## config.mk

```make
export PLATFORM = sky130hd
export DESIGN_NAME = adc_word_serializer
export DESIGN_NICKNAME = d
export VERILOG_FILES = /design/src/rtl/adc_ser_pkg.sv /design/src/rtl/adc_ser_bit_timer.sv /design/src/rtl/adc_word_serializer.sv
export SDC_FILE = /design/constraint.sdc
export NUM_CORES = 1
export LEC_CHECK = 0
export BUFFER_PORTS_ARGS = -buffer_cell sky130_fd_sc_hd__buf_2
export CAP_MARGIN = 10
export CORE_AREA = 2 2 55 42
export DETAILED_ROUTE_END_ITERATION = 6
export DIE_AREA = 0 0 57 44
export PLACE_DENSITY = 0.82
export SETUP_SLACK_MARGIN = 0.2
export SYNTH_ARGS = -nofsm -noshare
export SYNTH_HDL_FRONTEND = slang
export SYNTH_SLANG_ARGS = --single-unit
```

## constraint.sdc

```tcl
create_clock -name clk -period 3.2 [get_ports clk]
set_input_delay 0 -clock clk [delete_from_list [all_inputs] [get_ports clk]]
set_output_delay 0 -clock clk [all_outputs]
set_load 0.05 [all_outputs]
```

## src/rtl/adc_ser_pkg.sv

```systemverilog
// +--------------------------------------------------------------------+
// | adc_ser_pkg: shared types and defaults for the ADC word serializer |
// | Revision: 1.0                                                      |
// +--------------------------------------------------------------------+
`default_nettype none

package adc_ser_pkg;

  typedef enum logic [1:0] {
    IDLE   = 2'd0,
    SHIFT  = 2'd1,
    PARITY = 2'd2,
    DONE   = 2'd3
  } ser_state_e;

  localparam int DEFAULT_DATA_W  = 8;
  localparam int DEFAULT_CLK_DIV = 4;

  // Number of cycles during which ser_en is high for one word.
  function automatic int frame_len(input int data_w, input int clk_div, input bit parity_en);
    return (data_w + (parity_en ? 1 : 0)) * clk_div;
  endfunction

endpackage

`default_nettype wire

```

## src/rtl/adc_ser_bit_timer.sv

```systemverilog
// +--------------------------------------------------------------------+
// | adc_ser_bit_timer: CLK_DIV cycle divider marking serial bit bounds |
// | Revision: 1.0                                                      |
// +--------------------------------------------------------------------+
`default_nettype none

module adc_ser_bit_timer #(
  parameter int CLK_DIV = 4
) (
  input  logic clk,
  input  logic rst,
  input  logic run,
  output logic bit_start,
  output logic bit_end
);

  localparam logic [7:0] DIV_LAST = 8'(CLK_DIV - 1);

  logic [7:0] div_cnt_q;
  logic [7:0] div_cnt_d;

  always_comb begin
    bit_start = run && (div_cnt_q == 8'd0);
    bit_end   = run && (div_cnt_q == DIV_LAST);
    div_cnt_d = div_cnt_q + 8'd1;
    // Idle time keeps the divider parked at zero so every bit starts aligned.
    if (!run || bit_end) begin
      div_cnt_d = 8'd0;
    end
  end

  always_ff @(posedge clk) begin
    if (rst) begin
      div_cnt_q <= 8'd0;
    end else begin
      div_cnt_q <= div_cnt_d;
    end
  end

endmodule

`default_nettype wire

```

## src/rtl/adc_word_serializer.sv

```systemverilog
// +--------------------------------------------------------------------+
// | adc_word_serializer: valid/ready ADC word to MSB-first serial line |
// | Optional even parity bit: define ADC_SER_PARITY_EN                 |
// | Revision: 1.0                                                      |
// +--------------------------------------------------------------------+
`default_nettype none

module adc_word_serializer
  import adc_ser_pkg::*;
#(
  parameter int DATA_W  = DEFAULT_DATA_W,
  parameter int CLK_DIV = DEFAULT_CLK_DIV
) (
  input  logic              clk,
  input  logic              rst,
  input  logic [DATA_W-1:0] adc_data,
  input  logic              adc_valid,
  output logic              adc_ready,
  output logic              ser_out,
  output logic              ser_en,
  output logic              ser_strobe,
  output logic              done
);

  localparam int               CNT_W    = $clog2(DATA_W);
  localparam logic [CNT_W-1:0] LAST_BIT = CNT_W'(DATA_W - 1);

  generate
    if (CLK_DIV < 1 || CLK_DIV > 255 || DATA_W < 2 || DATA_W > 16) begin : g_bad_param
      $error("adc_word_serializer: DATA_W or CLK_DIV out of range");
    end
  endgenerate

  ser_state_e        state_q, state_d;
  logic [DATA_W-1:0] shift_q, shift_d;
  logic [CNT_W-1:0]  bit_cnt_q, bit_cnt_d;
  logic              run;
  logic              bit_start;
  logic              bit_end;
`ifdef ADC_SER_PARITY_EN
  logic              parity_q, parity_d;

  assign run = (state_q == SHIFT) || (state_q == PARITY);
`else
  assign run = (state_q == SHIFT);
`endif

  adc_ser_bit_timer #(
    .CLK_DIV(CLK_DIV)
  ) u_bit_timer (
    .clk      (clk),
    .rst      (rst),
    .run      (run),
    .bit_start(bit_start),
    .bit_end  (bit_end)
  );

  always_comb begin
    state_d    = state_q;
    shift_d    = shift_q;
    bit_cnt_d  = bit_cnt_q;
`ifdef ADC_SER_PARITY_EN
    parity_d   = parity_q;
`endif
    adc_ready  = 1'b0;
    ser_out    = 1'b0;
    ser_en     = 1'b0;
    ser_strobe = 1'b0;
    done       = 1'b0;

    case (state_q)
      IDLE: begin
        // Ready is withheld during reset so no word is taken while rst is high.
        adc_ready = ~rst;
        if (adc_valid && !rst) begin
          state_d   = SHIFT;
          shift_d   = adc_data;
          bit_cnt_d = LAST_BIT;
`ifdef ADC_SER_PARITY_EN
          parity_d  = ^adc_data;
`endif
        end
      end
      SHIFT: begin
        ser_en     = 1'b1;
        ser_out    = shift_q[DATA_W-1];
        ser_strobe = bit_start;
        if (bit_end) begin
          if (bit_cnt_q == '0) begin
`ifdef ADC_SER_PARITY_EN
            state_d = PARITY;
`else
            state_d = DONE;
`endif
          end else begin
            bit_cnt_d = bit_cnt_q - 1'b1;
            shift_d   = shift_q << 1;
          end
        end
      end
`ifdef ADC_SER_PARITY_EN
      PARITY: begin
        ser_en     = 1'b1;
        ser_out    = parity_q;
        ser_strobe = bit_start;
        if (bit_end) begin
          state_d = DONE;
        end
      end
`endif
      DONE: begin
        done    = 1'b1;
        state_d = IDLE;
      end
      default: begin
        state_d = IDLE;
      end
    endcase
  end

  always_ff @(posedge clk) begin
    if (rst) begin
      state_q   <= IDLE;
      shift_q   <= '0;
      bit_cnt_q <= '0;
`ifdef ADC_SER_PARITY_EN
      parity_q  <= 1'b0;
`endif
    end else begin
      state_q   <= state_d;
      shift_q   <= shift_d;
      bit_cnt_q <= bit_cnt_d;
`ifdef ADC_SER_PARITY_EN
      parity_q  <= parity_d;
`endif
    end
  end

endmodule

`default_nettype wire

```

==> Word level (Yosys, flattened, before mapping) <==
Index checks and enable logic that the tools add are counted.
{ "totals": {"input_bits": 11, "regBits": 21, "elab_cells": 44, "output_inout_bits": 5} }
{ "classes": {"mux": 17, "n_reduce_logical": 13, "n_eq_ne": 7, "bitwise": 1, "addsub": 2} }
{ "op_table": {"columns": ["operator", "count"], "rows": [
  ["8-bit 2-to-1 mux", 3],
  ["8-bit case mux with 2 select lines", 1],
  ["3-bit 2-to-1 mux", 3],
  ["8-bit by 1-bit adder with 8-bit output, second input constant", 1],
  ["8-bit by 2-bit == test with 1-bit output, second input constant", 1],
  ["8-bit zero test", 1],
  ["2-bit inequality test, second input constant", 4],
  ["2-bit 2-to-1 mux", 3],
  ["3-bit case mux with 2 select lines", 1],
  ["1-bit 2-to-1 mux", 5],
  ["2-bit case mux with 2 select lines", 1],
  ["4-bit AND reduction", 1],
  ["1-bit logical AND", 3],
  ["3-bit zero test", 1],
  ["3-bit AND reduction", 1],
  ["3-bit by 1-bit subtractor with 3-bit output, second input constant", 1],
  ["2-bit by 1-bit == test with 1-bit output, second input constant", 1],
  ["2-bit == test, second input constant", 1],
  ["1-bit zero test", 2],
  ["2-bit zero test", 1],
  ["2-bit nonzero test", 1],
  ["2-bit OR reduction", 1],
  ["1-bit logical OR", 1],
  ["1-bit NOT", 1]
]} }

==> Logic depth before layout (Yosys ltp) <==
{ "logic_depth": {"word_depth": 4, "ltp_mapped": 7, "depth_no_buf": 6} }

==> Modules after synthesis <==
From an unflattened synthesis, not the netlist that was laid out.
{ "unflattened": {"cells_unflattened": 121, "area_unflattened_um2": 1088.5} }
{ "modules_own_cells": {"columns": ["mod", "cells_per_inst", "seq_area_each_um2", "area_per_inst_um2", "n_inst"], "rows": [
  ["adc_word_serializer", 75, 260.2, 704.4, 1],
  ["adc_ser_bit_timer", 46, 160.2, 384.1, 1]
]} }

==> Worst setup path before layout <==
OpenSTA, ideal clock, no wires.
{ "synth_path": {"path_kind": "register -> register", "start": "register state_q[1]", "end": "register shift_q[1]", "setup_ps": 86, "stages_incl_launch_ff": 6, "t_arrival_ps": 2076, "required_ps": 3114, "synth_period_minus_slack_ps": 2163, "path_slack_ps": 1037, "cell_sequence": "dfxtp_1 nor3_1 and2_1 buf_4 nor3_1 a211oi_1"} }
{ "synth_between": {"elab_chain_len": 4, "elab_cells_between_ends": 9, "cone_classes": "eq/ne: 4; mux: 1; reduce/logical: 4"} }
{ "synth_lines": {"columns": ["element", "line", "rtl"], "rows": [
  ["start: declaration", "adc_word_serializer.sv:34", "ser_state_e state_q, state_d;"],
  ["start signal: assignment", "adc_word_serializer.sv:130", "state_q <= state_d;"],
  ["2-bit by 1-bit == test with 1-bit output", "adc_word_serializer.sv:45, adc_word_serializer.sv:71", null],
  ["1-bit logical AND", "adc_ser_bit_timer.sv:24", "bit_end = run && (div_cnt_q == DIV_LAST);"],
  ["2-bit inequality test (no source line)", null, null],
  ["4-bit AND reduction (no source line)", null, null],
  ["end signal: assignment", "adc_word_serializer.sv:131", "shift_q <= shift_d;"],
  ["end: declaration", "adc_word_serializer.sv:35", "logic [DATA_W-1:0] shift_q, shift_d;"]
]} }
Several ways; a longest one is shown, not always the timed one.
A chain may end at the register's enable or synchronous reset.

==> Worst setup path after layout <==
{ "layout_path": {"start": "register state_q[0]", "end": "register shift_q[1]"} }
Same word-level chain as after synthesis.

==> impl_metrics.py <==
metrics = {
    "placement": {
        "place_hpwl_um": 1390,
        "gp_congestion": 0.836,
        "dpl_cell_area_um2": 1090,
        "portBuffers": 15,
    },
    "global_routing": {
        "grt_usage": 0.166,
        "grt_pass1_wl_um": 3130,
        "grt_max_degree": 16,
        "overflow": 0,
        "grt_pass1_vias": 719,
        "antenna_found_initial": 0,
    },
    "pwr": {
        "p_leak_uw": 0.000458,
        "powerDensity_nw_per_um2": 424,
        "ir_drop_mv": 0.363,
    },
    "worst_setup_path": {
        "critical_path_buf_inv_count": 0,
        "crit_family": "simple AND/OR/NAND/NOR gates",
        "cp_cell_sequence": "nor4b_1 -> and4b_1 -> or2_2 -> a211oi_1",
        "critPathLaunchType": "register",
        "worst_path_max_delay_cell": "dfxtp_1",
        "end_kind": "register",
        "crit_type": "register to register",
        "ff2ff_setup_slack_ns": 1.02,
        "r2r_start": "state_q[0]",
        "slowest_delay_ns": 0.71,
        "crit_path_max_fanout": 13,
        "required_ns": 3.39,
        "arrival_ns": 2.36,
        "worstSetupStartpoint": "state_q[0]",
    },
    "cells_and_area": {
        "area_growth_pct": 10.5,
        "layout_commonest_cell": "dfxtp_1",
        "fin_nets": 137,
        "final_area_um2": 1140,
        "final_cell_mix": "dfxtp_1, buf_2, nor3_1",
        "final_layout_size_suffix_gt1_frac": 0.248,
        "n_antenna_cell": 0,
    },
    "drt": {
        "drc": 0,
        "drt_first_pass_iters": 4,
        "wl_per_cell_um": 13.3,
        "num_vias": 792,
        "ant_nets": 0,
        "routed_via_density": 5.46,
        "drtIter0Drc": 8,
        "routed_wl_um": 1930,
    },
    "status": {
        "status": "finished clean",
    },
    "die": {
        "dieArea_um2": 2510,
        "core_area_um2": 2000,
        "pin_count": 16,
        "die_h_um": 44,
        "start_util": 0.517,
        "core.rowCount": 14,
        "die_x_um": 57,
    },
    "sta": {
        "fin_crit_sh": 0.680,
        "timing.fmax_ghz": 0.460,
        "layout_min_cycle_time_ns": 2.18,
        "slew_violations": 0,
        "setup_viol": 0,
        "holdWs_ns": 0.0547,
        "timing_hold_violations_final": 0,
        "relSlewSlack": 0.605,
        "tns_ns": 0,
        "worst_slew_pin_slew_ns": 0.592,
        "clock-skew-final_ns": 0.000824,
        "grt_setup_unrepaired": "false",
    },
    "synth": {
        "ys_seq_area_frac": 0.407,
        "synth.distinct_cells": 33,
        "ys_ff_latch": 21,
        "yosysWarningCount": 0,
        "synth_nets": 121,
        "syn_area_per_cell_um2": 9.74,
        "synth_area_um2": 1030,
        "synth_cells": 106,
    },
    "hold_path": {
        "min_from": "adc_data[1]",
        "min_path_type": "primary input to register",
    },
    "clocking": {
        "clk_pin_slew_ns": 0.11,
        "cts_buffer_depth": 2,
        "insertion_delay_ns": 0.30,
        "cts_resized": 0,
        "post_cts_buffers": 0,
        "cts_tree": "yes",
        "cts_made_buffers": 3,
        "cts_sinks": 21,
        "cts_root_buf": "clkbuf_4",
        "htree_levels": 1,
    },
    "flow_run": {
        "drv_cap": 0,
    },
}
## final cells by class
| type | instances | area, µm² |
|---|---|---|
| flip-flops and latches | 21 | 420 |
| repair buffers | 17 | 95.1 |
| fillers | 183 | 856 |
| well taps | 24 | 30.0 |
| clock buffers | 4 | 26.3 |
| multi-input cells | 73 | 547 |
| inverters | 6 | 22.5 |
## cell usage after synthesis (all sizes together)
library cell	n	area, µm²
dfxtp	21	420
mux2i	7	70.1
and2	4	25.0
ha	4	50.1
a21oi	2	10.0
and2b	1	8.76
buf	6	42.5
inv	6	22.5
nor2b	1	6.26
a41o	1	10.0
a211oi	7	82.6
nand3	4	20.0
nor4b	2	17.5
nand2	2	7.51
nand2b	1	6.26
or4	1	11.3
nor3	12	65.1
xor2	4	35.0
or2	1	6.26
nor3b	1	7.51
or3b	1	8.76
o41ai	1	8.76
xnor2	2	17.5
and4b	1	10.0
and3	2	13.8
o21a	2	15.0
nor2	9	33.8
## state kept, by name (all words and copies together) (netlist names)
name	flops
bit_cnt_q	3
u_bit_timer.div_cnt_q	8
state_q	2
shift_q	8
## worst register-to-register path, delay by kind of cell (launching register included)
kind | cells | cell delay [ns]
and+or+nand+nor | 3 | 1.23
AOI/OAI and AO/OA | 1 | 0.12
DFF | 1 | 0.71
## final timing paths
check | to | cells after the start
max | shift_q[1] | 4
min | shift_q[1] | 3
max reg2reg | shift_q[1] | 4
min reg2reg | u_bit_timer.div_cnt_q[0] | 1
## power breakdown
| part | internal [µW] | switching [µW] |
|---|---|---|
| registers | 272 | 10.5 |
| clock network | 48.6 | 77.8 |
| logic | 31.7 | 42.8 |
| total | 353 | 131 |
## per-stage QoR
stage,instances,util,power [µW],worst slack [ns]
floorplan,106,-,344,1.04
global placement,139,0.548,357,1.23
detailed placement,139,0.548,361,1.10
CTS,145,0.571,488,1.08
global route,145,0.571,507,0.815
finish,145,0.571,484,1.02
## repair_timing
action	CTS	global route
hold buffers	2	0
hold endpoints to repair	2	0
endpoints found under the setup margin	0	0
## cells by family after synthesis
kind of cell	after synthesis	synth area share
AO/OA/AOI/OAI	13	0.122
XOR/XNOR	6	0.0509
adder cells (fa/ha/maj)	4	0.0485
buffers and inverters	12	0.0630
flip-flops	21	0.407
multiplexers	7	0.0679
AND/OR/NAND/NOR	43	0.240
## routing by layer
layer,GRT usage,share of wire,vias up
met2,0.262,0.47,19
li1,-,-,402
met5,0,0,-
met4,0.0512,0.012,0
met3,0.0657,0.047,4
met1,0.210,0.47,367
Note: power is estimated with default switching activity, not from simulation.
